**config.mk**
```make
export PLATFORM = sky130hd
export DESIGN_NAME = ysyx_22050854_operand_read
export DESIGN_NICKNAME = d
export VERILOG_FILES = /design/src/rtl/ysyx_22050854_operand_read.sv
export SDC_FILE = /design/constraint.sdc
export NUM_CORES = 1
export LEC_CHECK = 0
export BUFFER_PORTS_ARGS = -buffer_cell sky130_fd_sc_hd__buf_2
export CELL_PAD_IN_SITES_DETAIL_PLACEMENT = 1
export CELL_PAD_IN_SITES_GLOBAL_PLACEMENT = 2
export CORE_AREA = 2 2 191 193
export DETAILED_ROUTE_END_ITERATION = 7
export DIE_AREA = 0 0 193 195
export PLACE_DENSITY_LB_ADDON = 0.1
export SYNTH_ARGS = -nofsm -noshare
export SYNTH_HDL_FRONTEND = slang
export SYNTH_SLANG_ARGS = --single-unit
```
**constraint.sdc**
```tcl
create_clock -name clk -period 7.3 [get_ports clk]
set_input_delay 1.46 -clock clk [delete_from_list [all_inputs] [get_ports clk]]
set_output_delay 1.46 -clock clk [all_outputs]
set_load 0.02 [all_outputs]
```
**src/rtl/ysyx_22050854_operand_read.sv**
```systemverilog
// Operand read stage: holds one decoded instruction, fetches rs1/rs2 from the
// register file (or bypasses the same-cycle write-back), and hands operands to
// execute over valid/ready. A per-register pending-writer scoreboard blocks
// RAW hazards and limits outstanding writers per register.
//
// Ports:
//   clk, rst_n                  clock, async active-low reset
//   flush                       drop the held instruction
//   in_*                        decoded instruction (valid/ready handshake)
//   rf_raddra/b, rf_rdata1/2    register file read ports (combinational data)
//   wb_wen, wb_rd, wb_data      write-back port, same cycle as the RF write
//   out_*                       operands + rd to execute (valid/ready handshake)
module ysyx_22050854_operand_read #(
    parameter int XLEN  = 64,
    parameter int CNT_W = 2
) (
    input  logic            clk,
    input  logic            rst_n,
    input  logic            flush,
    input  logic            in_valid,
    output logic            in_ready,
    input  logic [4:0]      in_rs1,
    input  logic [4:0]      in_rs2,
    input  logic            in_rs1_en,
    input  logic            in_rs2_en,
    input  logic [4:0]      in_rd,
    input  logic            in_rd_wen,
    output logic [4:0]      rf_raddra,
    output logic [4:0]      rf_raddrb,
    input  logic [XLEN-1:0] rf_rdata1,
    input  logic [XLEN-1:0] rf_rdata2,
    input  logic            wb_wen,
    input  logic [4:0]      wb_rd,
    input  logic [XLEN-1:0] wb_data,
    output logic            out_valid,
    input  logic            out_ready,
    output logic [XLEN-1:0] out_src1,
    output logic [XLEN-1:0] out_src2,
    output logic [4:0]      out_rd,
    output logic            out_rd_wen
);

    localparam logic [CNT_W-1:0] PEND_MAX = '1;
    localparam logic [CNT_W-1:0] PEND_ONE = CNT_W'(1);

    typedef enum logic [1:0] {EMPTY, WAIT, FULL} state_t;

    state_t           state;
    logic [4:0]       h_rs1, h_rs2, h_rd;
    logic             h_rs1_en, h_rs2_en, h_rd_wen;
    logic             got1, got2;
    logic [CNT_W-1:0] pend [32];

    logic            accept, out_fire, ok1, ok2, cap_stall;
    logic [XLEN-1:0] val1, val2;
    logic [31:0]     inc_v, dec_v;

    assign in_ready  = rst_n && !flush && (state == EMPTY || (state == FULL && out_ready));
    assign accept    = in_valid && in_ready;
    assign out_fire  = out_valid && out_ready;
    assign rf_raddra = h_rs1;
    assign rf_raddrb = h_rs2;
    assign out_rd    = h_rd;
    assign out_rd_wen = h_rd_wen;

    // Operand resolution: zero for unused/x0, RF when no writer is pending,
    // bypass when the last pending writer retires this very cycle.
    always_comb begin
        ok1 = 1'b0;
        val1 = '0;
        if (!h_rs1_en || h_rs1 == 5'd0) begin
            ok1 = 1'b1;
        end else if (pend[h_rs1] == '0) begin
            ok1 = 1'b1;
            val1 = rf_rdata1;
        end else if (pend[h_rs1] == PEND_ONE && wb_wen && wb_rd == h_rs1) begin
            ok1 = 1'b1;
            val1 = wb_data;
        end
        ok2 = 1'b0;
        val2 = '0;
        if (!h_rs2_en || h_rs2 == 5'd0) begin
            ok2 = 1'b1;
        end else if (pend[h_rs2] == '0) begin
            ok2 = 1'b1;
            val2 = rf_rdata2;
        end else if (pend[h_rs2] == PEND_ONE && wb_wen && wb_rd == h_rs2) begin
            ok2 = 1'b1;
            val2 = wb_data;
        end
    end

    // Counter saturated: one more writer to rd cannot be tracked yet.
    assign cap_stall = h_rd_wen && h_rd != 5'd0 && pend[h_rd] == PEND_MAX;

    always_ff @(posedge clk or negedge rst_n) begin
        if (!rst_n) begin
            state     <= EMPTY;
            out_valid <= 1'b0;
            out_src1  <= '0;
            out_src2  <= '0;
            got1      <= 1'b0;
            got2      <= 1'b0;
            h_rs1     <= '0;
            h_rs2     <= '0;
            h_rs1_en  <= 1'b0;
            h_rs2_en  <= 1'b0;
            h_rd      <= '0;
            h_rd_wen  <= 1'b0;
        end else if (flush) begin
            state     <= EMPTY;
            out_valid <= 1'b0;
            got1      <= 1'b0;
            got2      <= 1'b0;
        end else begin
            case (state)
                EMPTY: if (accept) state <= WAIT;
                WAIT: begin
                    if (!got1 && ok1) begin
                        out_src1 <= val1;
                        got1     <= 1'b1;
                    end
                    if (!got2 && ok2) begin
                        out_src2 <= val2;
                        got2     <= 1'b1;
                    end
                    if ((got1 || ok1) && (got2 || ok2) && !cap_stall) begin
                        state     <= FULL;
                        out_valid <= 1'b1;
                    end
                end
                FULL: if (out_ready) begin
                    out_valid <= 1'b0;
                    state     <= accept ? WAIT : EMPTY;
                end
                default: state <= EMPTY;
            endcase
            // accept is only possible in EMPTY or FULL, never races the WAIT captures
            if (accept) begin
                h_rs1    <= in_rs1;
                h_rs2    <= in_rs2;
                h_rs1_en <= in_rs1_en;
                h_rs2_en <= in_rs2_en;
                h_rd     <= in_rd;
                h_rd_wen <= in_rd_wen;
                got1     <= 1'b0;
                got2     <= 1'b0;
            end
        end
    end

    // Scoreboard events; a handoff squashed by flush is not counted.
    always_comb begin
        for (int r = 0; r < 32; r++) begin
            inc_v[r] = (r != 0) && out_fire && !flush && out_rd_wen && out_rd == 5'(r);
            dec_v[r] = (r != 0) && wb_wen && wb_rd == 5'(r) && pend[r] != '0;
        end
    end

    always_ff @(posedge clk or negedge rst_n) begin
        if (!rst_n) begin
            for (int r = 0; r < 32; r++) pend[r] <= '0;
        end else begin
            for (int r = 1; r < 32; r++) begin
                if (inc_v[r] && !dec_v[r])      pend[r] <= pend[r] + PEND_ONE;
                else if (dec_v[r] && !inc_v[r]) pend[r] <= pend[r] - PEND_ONE;
            end
        end
    end

endmodule

```
==> out/results.ini, run 1 <==
[layout]
seq_area_mm2 = 0.00533
syn_to_final_growth_pct = 24.1
multi_input_area_mm2 = 0.00658
layoutNonFillerInstCount = 1969
drive_gt1_share_pct = 34.9
fillCellCount = 4001
final_nets = 1737

[cts]
clock_sinks = 213
cts-hold-fix-buffers = 0
clock_latency_ns = 0.55
cts_tree = built
post_cts_resized = 0
htree_levels = 1
cts_buffers = 27
post-cts-setup-buffer-count = 0
clkTransAtPathRegs_ns = 0.06
root_buffer = clkbuf_16
cts.path.max_buffers = 3

[pwr]
leakage_nw = 7.50
power_frac_seq_pct = 36.7
power_frac_comb_pct = 37.1
powerDensity_mw_per_mm2 = 325
ir_worst_vdd_mv = 0.245
p_int_mw = 2.97
power_frac_clock_pct = 26.2
switching_share_pct = 40.3
power_switching_mw = 2.00

[synth]
syn_inst = 1183
synthTopCellsByCount = 213 x dfrtp_1, 149 x nand3_1, 78 x nor2_1, 77 x clkbuf_1
muxShareOfSynthArea_pct = 13.6
synth_warnings = 2
synth_compound_area_share_pct = 16.1
yosysSeqAreaShare_pct = 43.1
yosysMostFrequentCell = dfrtp_1
avgSynthCellArea_um2 = 10.4
ys.flop_type = dfrtp_1
synth-xor-area-share_pct = 7.30
ys_ff_latch = 213
yosys.area.top_type = dfrtp_1
synth_simple_gate_area_share_pct = 12.8
synth_edf_count = 0
syn_nets = 1435
synth_area_mm2 = 0.0124
synth_fa_ha_area_share_pct = 3.14
netlist.area_leader.share_pct = 43.1
synth.distinct_cells = 58
synthArstFlopShare_pct = 100
synth_top_family_by_area = compound AO/OA/AOI/OAI gates
synth.area.top_cells = dfrtp_1 43%, mux2_2 6.4%, nand3_1 6.0%

[setup_path]
slowest_stage = dfrtp_1
r2r_start = rf_raddra[1]
startpoint = rf_raddra[1]
cp_cell_sequence = buf_4, mux2_2, a221oi_1, or3_1, and4_2, buf_4, o21ai_2, a211oi_4, buf_4, mux2_2
cp_common_cell = buf_4
critPathMaxFanout = 66
critPathKind = reg2reg
cp-end-kind = flop
crit_required_ns = 7.73
cpPeakStageDelay_ns = 0.85
crit_path_start_kind = flop
cp.arrival_ns = 5.13

[job]
maxCapViolCount = 0

[grt]
grt_max_degree = 127
grt_pass1_wl_um = 73400
antenna_found_initial = 9
overflow = 0
grt_pass1_vias = 11400
grt_usage_pct = 25.4

[routing]
first_iter_violations = 562
num_vias = 11000
drt-total-wl_um = 48600
post_drt_wl_per_cell_um = 24.7
viasPerCell = 5.56
dr.pass1.iters = 4
antenna_left = 0
drcViolationCount = 0

[sta]
setup_tns_ns = 0
tightestPinTransition_ns = 1.21
hold_viol = 0
drv_slew = 0
clock_skew_ns = 0.0175
fin_crit_sh_pct = 64.5
rsz0062_at_grt = no
slew_headroom_pct = 19.3
worst_slack_ns = 2.59
setup_viol = 0
fmaxAchievable_mhz = 212
finalCriticalPeriod_ns = 4.71

[place]
port_buffers = 366
placed_cells = 1917
pre_cts_ws_ns = 2.53
gp_congestion = 0.859
dp_hpwl_um = 34700

[min_path]
hold_start = out_src2[36]
hold_class = reg2reg

[status]
status = completed

[floorplanning]
ios = 367
core_mm2 = 0.0354
die_x_um = 193
fp.dieH_um = 195
rows = 69
die-area_mm2 = 0.0376
start_util_pct = 34.9

[kinds of logic after synthesis]
| kind of cell | Yosys count |
|---|---|
| flip-flops | 213 |
| multiplexers | 128 |
| XOR/XNOR | 103 |
| buffers and inverters | 111 |
| AO/OA/AOI/OAI | 276 |
| adder cells (fa/ha/maj) | 31 |
| AND/OR/NAND/NOR | 321 |
[power by group through the flow]
stage	Combinational, mW	Sequential (mW)	Clock [mW]
final	1.85	1.83	1.30
after global routing	2.00	1.88	1.39
after CTS	1.87	1.83	1.34
after detailed placement	1.87	1.84	0
after global placement	1.84	1.83	0
after floorplan	0.987	1.98	0
[layer usage]
layer	vias to the layer above	share of wire [%]	wire, um	global-route usage (%)
li1	5008	-	-	-
met1	5586	41	20000	32.5
met2	303	50	24400	43.8
met3	53	6.3	3070	5.10
met4	6	2.0	971	6.20
met5	-	0.095	46	0
[area by class of cell]
| cell class | instances | share of cell area [%] |
|---|---|---|
| well taps | 461 | 3.76 |
| diodes | 5 | 0.0816 |
| inverters | 7 | 0.171 |
| multi-input cells | 859 | 42.9 |
| flip-flops and latches | 213 | 34.8 |
| repair buffers | 377 | 12.6 |
| clock inverters | 5 | 0.212 |
| clock buffers | 42 | 5.43 |
[path summary, 6_finish.rpt]
kind	endpoint	slack, ns	cells past startpoint
worst max-delay path	out_src1[38]	2.59	10
worst min-delay path	out_src2[36]	0.48	1
worst max register to register	out_src1[38]	2.59	10
worst min register to register	out_src2[36]	0.48	1
max in group asynchronous	pend[32]	5.14	2
min in group asynchronous	out_src2[51]	0.93	1
[critical path, delay by kind of cell (launching register included)]
kind | cells | cell delay (ns)
buffers and inverters | 3 | 1.70
flip-flops | 1 | 0.85
AO/OA/AOI/OAI | 3 | 0.68
multiplexers | 2 | 0.77
AND/OR/NAND/NOR | 2 | 0.43
[per-stage QoR]
| stage | utilization (%) | hold WS, ns | power, mW | cell area (um2) |
|---|---|---|---|---|
| after floorplan | - | 0.453 | 2.96 | 12400 |
| after global placement | 40.8 | 0.464 | 3.67 | 14400 |
| after detailed placement | 40.8 | 0.468 | 3.71 | 14400 |
| after CTS | 43.3 | 0.486 | 5.04 | 15300 |
| after global routing | 43.3 | 0.496 | 5.26 | 15300 |
| final | 43.3 | 0.478 | 4.97 | 15300 |
[state kept, by name, summed over array words and instances, names as in the netlist, 2 cells and up]
name       flops
out_src2      64
state          2
rf_raddrb      5
rf_raddra      5
out_src1      64
out_rd         5
pend          62
[cells in the final DEF, fill, tap and decap left out, types with 14 or more instances in the layout]
cell / n
o21ai_0: 14
a21oi_1: 67
buf_2: 365
nand2_1: 31
clkbuf_16: 27
ha_1: 31
mux2_2: 70
nor2_1: 78
mux4_2: 23
nand3_1: 149
o211ai_1: 24
xnor2_1: 33
xor2_1: 70
nor2b_1: 16
mux2i_1: 20
o2bb2ai_1: 64
mux2_1: 15
a22oi_1: 68
dfrtp_1: 213
(Power assumes the default switching activity.)
==> run 2, diff against run 1 <==
Settings changed: CORE_AREA 2 2 191 193 to 2 2 200 202, DIE_AREA 0 0 193 195 to 0 0 202 204.
Clock period 7.3 ns to 4.85 ns, I/O delays scaled along.
==> out/results.ini, run 2 (synthesis gave the netlist of run 1 again) <==
[cts]
cts_buffers = 27  ; unchanged
cts_tree = built  ; unchanged
cts-hold-fix-buffers = 0  ; unchanged
clock_sinks = 213  ; unchanged
post_cts_resized = 0  ; unchanged
clock_latency_ns = 0.54  ; was 0.55 ns
root_buffer = clkbuf_16  ; unchanged
htree_levels = 1  ; unchanged
clkTransAtPathRegs_ns = 0.06  ; about the same
cts.path.max_buffers = 3  ; unchanged
post-cts-setup-buffer-count = 0  ; unchanged

[routing]
antenna_left = 0  ; unchanged
dr.pass1.iters = 4  ; unchanged
num_vias = 11000  ; about the same
post_drt_wl_per_cell_um = 24.1  ; was 24.7 um
drcViolationCount = 0  ; unchanged
viasPerCell = 5.39  ; was 5.56
first_iter_violations = 504  ; was 562
drt-total-wl_um = 49300  ; was 48,600 um

[setup_path]
startpoint = rf_raddra[1]  ; unchanged
crit_required_ns = 5.27  ; was 7.73 ns
critPathKind = reg2reg  ; unchanged
cp.arrival_ns = 4.09  ; was 5.13 ns
regToRegSetupSlack_ns = 1.18  ; was 2.59 ns
critPathMaxFanout = 39  ; was 66
slowest_stage = dfrtp_1  ; unchanged
rr_endpoint = out_src1[35]  ; was out_src1[38]
crit_path_start_kind = flop  ; unchanged
ff2ff_path_depth = 8  ; was 10
cpPeakStageDelay_ns = 1.09  ; was 0.85 ns
cp_cell_sequence = mux4_2, a32oi_1, o31ai_1, nor2_4, o21ai_2, a211oi_4, buf_12, mux2_2  ; was buf_4, mux2_2, a221oi_1, or3_1, and4_2, buf_4, o21ai_2, a211oi_4, buf_4, mux2_2
cp-end-kind = flop  ; unchanged
r2r_start = rf_raddra[1]  ; unchanged

[status]
status = completed  ; unchanged

[layout]
layout_commonest_cell = buf_2  ; unchanged
multi_input_area_mm2 = 0.00658  ; unchanged
layoutNonFillerInstCount = 2044  ; was 1,969
final_nets = 1746  ; was 1,737
seq_area_mm2 = 0.00533  ; unchanged
layout_common_cells = 365 x buf_2, 213 x dfrtp_1, 149 x nand3_1, 78 x nor2_1  ; unchanged
reg_top3 = out_src1: 64 flops, out_src2: 64 flops, pend: 62 flops  ; unchanged
drive_gt1_share_pct = 35.7  ; was 34.9%
syn_to_final_growth_pct = 26.5  ; was 24.1%
fillCellCount = 4441  ; was 4,001

[pwr]
powerDensity_mw_per_mm2 = 496  ; was 325 mW/mm2
power_frac_clock_pct = 27.9  ; was 26.2%
power_switching_mw = 3.07  ; was 2.00 mW
p_int_mw = 4.68  ; was 2.97 mW
fin_total_pwr_mw = 7.75  ; was 4.97 mW
power_frac_comb_pct = 36.7  ; was 37.1%
switching_share_pct = 39.6  ; was 40.3%
leakage_nw = 7.61  ; was 7.50 nW
power_frac_seq_pct = 35.4  ; was 36.7%
ir_worst_vdd_mv = 0.329  ; was 0.245 mV

[sta]
setup_tns_ns = 0  ; unchanged
drv_slew = 0  ; unchanged
tightestPinTransition_ns = 1.13  ; was 1.21 ns
hold_viol = 0  ; unchanged
slew_headroom_pct = 24.5  ; was 19.3%
clock_skew_ns = 0.0130  ; was 0.0175 ns
setup_viol = 0  ; unchanged
rsz0062_at_grt = no  ; unchanged
whs_ns = 0.320  ; was 0.478 ns
finalCriticalPeriod_ns = 3.67  ; was 4.71 ns
fin_crit_sh_pct = 75.7  ; was 64.5%
fmaxAchievable_mhz = 272  ; was 212 MHz

[floorplanning]
rows = 73  ; was 69
fp.dieH_um = 204  ; was 195 um
ios = 367  ; unchanged
start_util_pct = 31.5  ; was 34.9%
die_x_um = 202  ; was 193 um
core_mm2 = 0.0392  ; was 0.0354 mm2
die-area_mm2 = 0.0412  ; was 0.0376 mm2

[job]
maxCapViolCount = 0  ; unchanged

[place]
dp_hpwl_um = 36000  ; was 34,700 um
placed_cells = 1990  ; was 1,917
port_buffers = 366  ; unchanged
gp_congestion = 0.839  ; was 0.859

[grt]
top_usage_layer = met2  ; unchanged
grt_pass1_vias = 11500  ; was 11,400
grt_usage_pct = 23.5  ; was 25.4%
grtUsageMet3_pct = 2.98  ; was 5.10%
grt_max_degree = 130  ; was 127
grtUsageMet2_pct = 39.1  ; was 43.8%
antenna_found_initial = 4  ; was 9
grt_pass1_wl_um = 74200  ; was 73,400 um
met1_usage_pct = 31.2  ; was 32.5%
overflow = 0  ; unchanged

[min_path]
hold_class = in2async  ; was reg2reg

-- run 2: changes by cell type in the layout (fill, tap and decap cells not counted), sizes merged --
cell / change
buf: +9
inv: +2
clkinv: +3
clkbuf: -7
bufinv: +4
-- run 2: area by class of cell --
class | count | area share (%)
Multi-Input combinational cell | 859 | 42.1
Sequential cell | 213 | 34.1
Timing Repair Buffer | 386 | 13.1
Clock buffer | 35 | 4.97
Tap cell | 525 | 4.20
Clock inverter | 14 | 1.21
Inverter | 7 | 0.168
Antenna cell | 5 | 0.0801
-- run 2: worst max path at each step --
stage | end | slack (ns) | cells past startpoint
final | out_src1[35] | 1.18 | 8
after global routing | out_src1[53] | 0.98 | 9
after CTS | out_src1[45] | 1.12 | 8
after detailed placement | out_src1[36] | 1.15 | 8
after global placement | out_src2[8] | 1.23 | 8
after floorplan | out_src1[0] | 1.77 | 8
-- run 2: stage by stage --
| step | setup WS (ns) | cell area (um2) | util [%] |
|---|---|---|---|
| detailed placement | 1.15 | 14600 | 37.4 |
| global route | 0.981 | 15600 | 39.9 |
| finish | 1.18 | 15600 | 39.9 |
| floorplan | 1.77 | 12400 | - |
| CTS | 1.12 | 15600 | 39.8 |
| global placement | 1.23 | 14600 | 37.4 |
-- run 2: worst max-delay path: cells and delay by family, from the launching register on --
kind                   cells  cell delay, ns
muxes                      2            0.99
and+or+nand+nor            1            0.15
AOI/OAI and AO/OA          4            0.97
DFF                        1            1.09
buffers and inverters      1            0.31
-- run 2: layer usage --
metal	vias up	wire [um]
li1	5033	-
met4	0	1530
met5	-	0
met3	65	2170
met2	336	23900
met1	5591	21700
-- run 2: power by group through the flow --
| stage | Combinational, mW | Clock [mW] | Sequential (mW) |
|---|---|---|---|
| after detailed placement | 2.88 | 0 | 2.77 |
| after floorplan | 1.49 | 0 | 2.97 |
| after CTS | 2.88 | 2.24 | 2.74 |
| final | 2.85 | 2.16 | 2.74 |
| after global placement | 2.85 | 0 | 2.76 |
| after global routing | 3.07 | 2.30 | 2.82 |
==> run 3, diff against run 2 <==
Clock period 4.85 ns to 3.8 ns, I/O delays scaled along.
==> out/results.ini, run 3 (synthesis gave the netlist of run 1 again) <==
[status]
status = completed  ; unchanged

[grt]
overflow = 0  ; unchanged
grt_pass1_wl_um = 76600  ; was 74,200 um
grt_max_degree = 141  ; was 130
antenna_found_initial = 7  ; was 4
grt_pass1_vias = 11600  ; was 11,500
grt_usage_pct = 24.0  ; was 23.5%

[setup_path]
cp.arrival_ns = 3.96  ; was 4.09 ns
crit_path_start_kind = flop  ; unchanged
regToRegSetupSlack_ns = 0.26  ; was 1.18 ns
critPathKind = reg2reg  ; unchanged
ff2ff_path_depth = 8  ; unchanged
cp-end-kind = flop  ; unchanged
rr_endpoint = out_src1[51]  ; was out_src1[35]
critPathMaxFanout = 64  ; was 39
r2r_start = rf_raddra[1]  ; unchanged
crit_required_ns = 4.22  ; was 5.27 ns

[job]
maxCapViolCount = 0  ; unchanged

[sta]
fmaxAchievable_mhz = 283  ; was 272 MHz
slew_headroom_pct = 38.5  ; was 24.5%
rsz0062_at_grt = no  ; unchanged
tightestPinTransition_ns = 0.923  ; was 1.13 ns
worst_slack_ns = 0.261  ; was 1.18 ns
finalCriticalPeriod_ns = 3.54  ; was 3.67 ns
setup_viol = 0  ; unchanged
setup_tns_ns = 0  ; unchanged
fin_crit_sh_pct = 93.1  ; was 75.7%
whs_ns = 0.0354  ; was 0.320 ns
clock_skew_ns = 0.0252  ; was 0.0130 ns
hold_viol = 0  ; unchanged
drv_slew = 0  ; unchanged

[layout]
drive_gt1_share_pct = 35.6  ; was 35.7%
fillCellCount = 4445  ; was 4,441
fin_area_mm2 = 0.0156  ; about the same
fin_util_pct = 39.8  ; was 39.9%
final_nets = 1756  ; was 1,746
reg_top3 = out_src1: 64 flops, out_src2: 64 flops, pend: 62 flops  ; unchanged
layoutNonFillerInstCount = 2051  ; was 2,044
layout_common_cells = 365 x buf_2, 213 x dfrtp_1, 149 x nand3_1, 78 x nor2_1  ; unchanged
layout_commonest_cell = buf_2  ; unchanged
syn_to_final_growth_pct = 26.4  ; was 26.5%

[floorplanning]
die-area_mm2 = 0.0412  ; unchanged
rows = 73  ; unchanged
ios = 367  ; unchanged
fp.dieH_um = 204  ; unchanged
die_x_um = 202  ; unchanged
start_util_pct = 31.5  ; unchanged
core_mm2 = 0.0392  ; unchanged

[cts]
htree_levels = 1  ; unchanged
post-cts-setup-buffer-count = 0  ; unchanged
post_cts_resized = 0  ; unchanged
cts_buffers = 27  ; unchanged
clock_latency_ns = 0.56  ; was 0.54 ns
root_buffer = clkbuf_16  ; unchanged
cts-hold-fix-buffers = 0  ; unchanged
clkTransAtPathRegs_ns = 0.07  ; was 0.06 ns
cts.path.max_buffers = 3  ; unchanged
clock_sinks = 213  ; unchanged
cts_tree = built  ; unchanged

[place]
pre_cts_ws_ns = 0.344  ; was 1.15 ns
port_buffers = 366  ; unchanged
postPlaceCellArea_mm2 = 0.0148  ; was 0.0146 mm2
gp_congestion = 0.881  ; was 0.839
placed_cells = 2000  ; was 1,990
dp_hpwl_um = 36700  ; was 36,000 um

[routing]
wl_met3_um = 2330  ; was 2170 um
viasPerCell = 5.44  ; was 5.39
post_drt_wl_per_cell_um = 24.4  ; was 24.1 um
wl_met1_um = 21800  ; was 21,700 um
met2_length_um = 24300  ; was 23,900 um
dr.pass1.iters = 5  ; was 4
drcViolationCount = 0  ; unchanged
drt-total-wl_um = 50100  ; was 49,300 um
num_vias = 11200  ; was 11,000
antenna_left = 0  ; unchanged
first_iter_violations = 555  ; was 504
top_layer = met5  ; was met4

[min_path]
hold_class = in2async  ; unchanged

[pwr]
fin_total_pwr_mw = 9.67  ; was 7.75 mW
leakage_nw = 7.61  ; about the same
powerDensity_mw_per_mm2 = 619  ; was 496 mW/mm2
ir_worst_vdd_mv = 0.376  ; was 0.329 mV

==> run 3: report_power, final <==
part           total (mW)  switching (mW)  internal, mW  leakage, nW
sequential           3.44           0.619          2.83         2.88
combinational        3.74            2.27          1.48         4.32
clock                2.48            1.05          1.43        0.408
==> run 3: per-layer routing <==
metal,GRT usage (%),up-vias
met5,0,-
met4,7.80,2
met3,3.41,86
met2,41.0,359
met1,31.4,5668
li1,-,5052
==> run 3: worst max path at each step <==
stage,start,end,cells past startpoint
5_1_grt,rf_raddra[1],out_src1[51],8
2_1_floorplan,rf_raddra[2],out_src1[0],10
4_1_cts,rf_raddra[1],out_src1[51],8
3_3_place_gp,rf_raddra[1],out_src1[56],8
6_report,rf_raddra[1],out_src1[51],8
3_5_place_dp,rf_raddra[1],out_src1[19],8
==> run 3: area by class of cell <==
cell class	instances	area, um2	area share [%]
Antenna cell	5	12.5	0.0801
Clock buffer	36	739	4.74
Clock inverter	10	88.8	0.569
Inverter	7	26.3	0.168
Multi-Input combinational cell	859	6580	42.1
Sequential cell	213	5330	34.1
Tap cell	525	657	4.21
Timing Repair Buffer	396	2180	14.0
==> run 3: worst max-delay path, cell delays in order (launching register included) <==
cell and delay, ns:
dfrtp_1 0.91, mux2_2 0.42, a221oi_1 0.27, or3_1 0.24, and4_2 0.32, o21ai_2 0.11
a211oi_4 0.29, buf_12 0.35, mux2_2 0.39
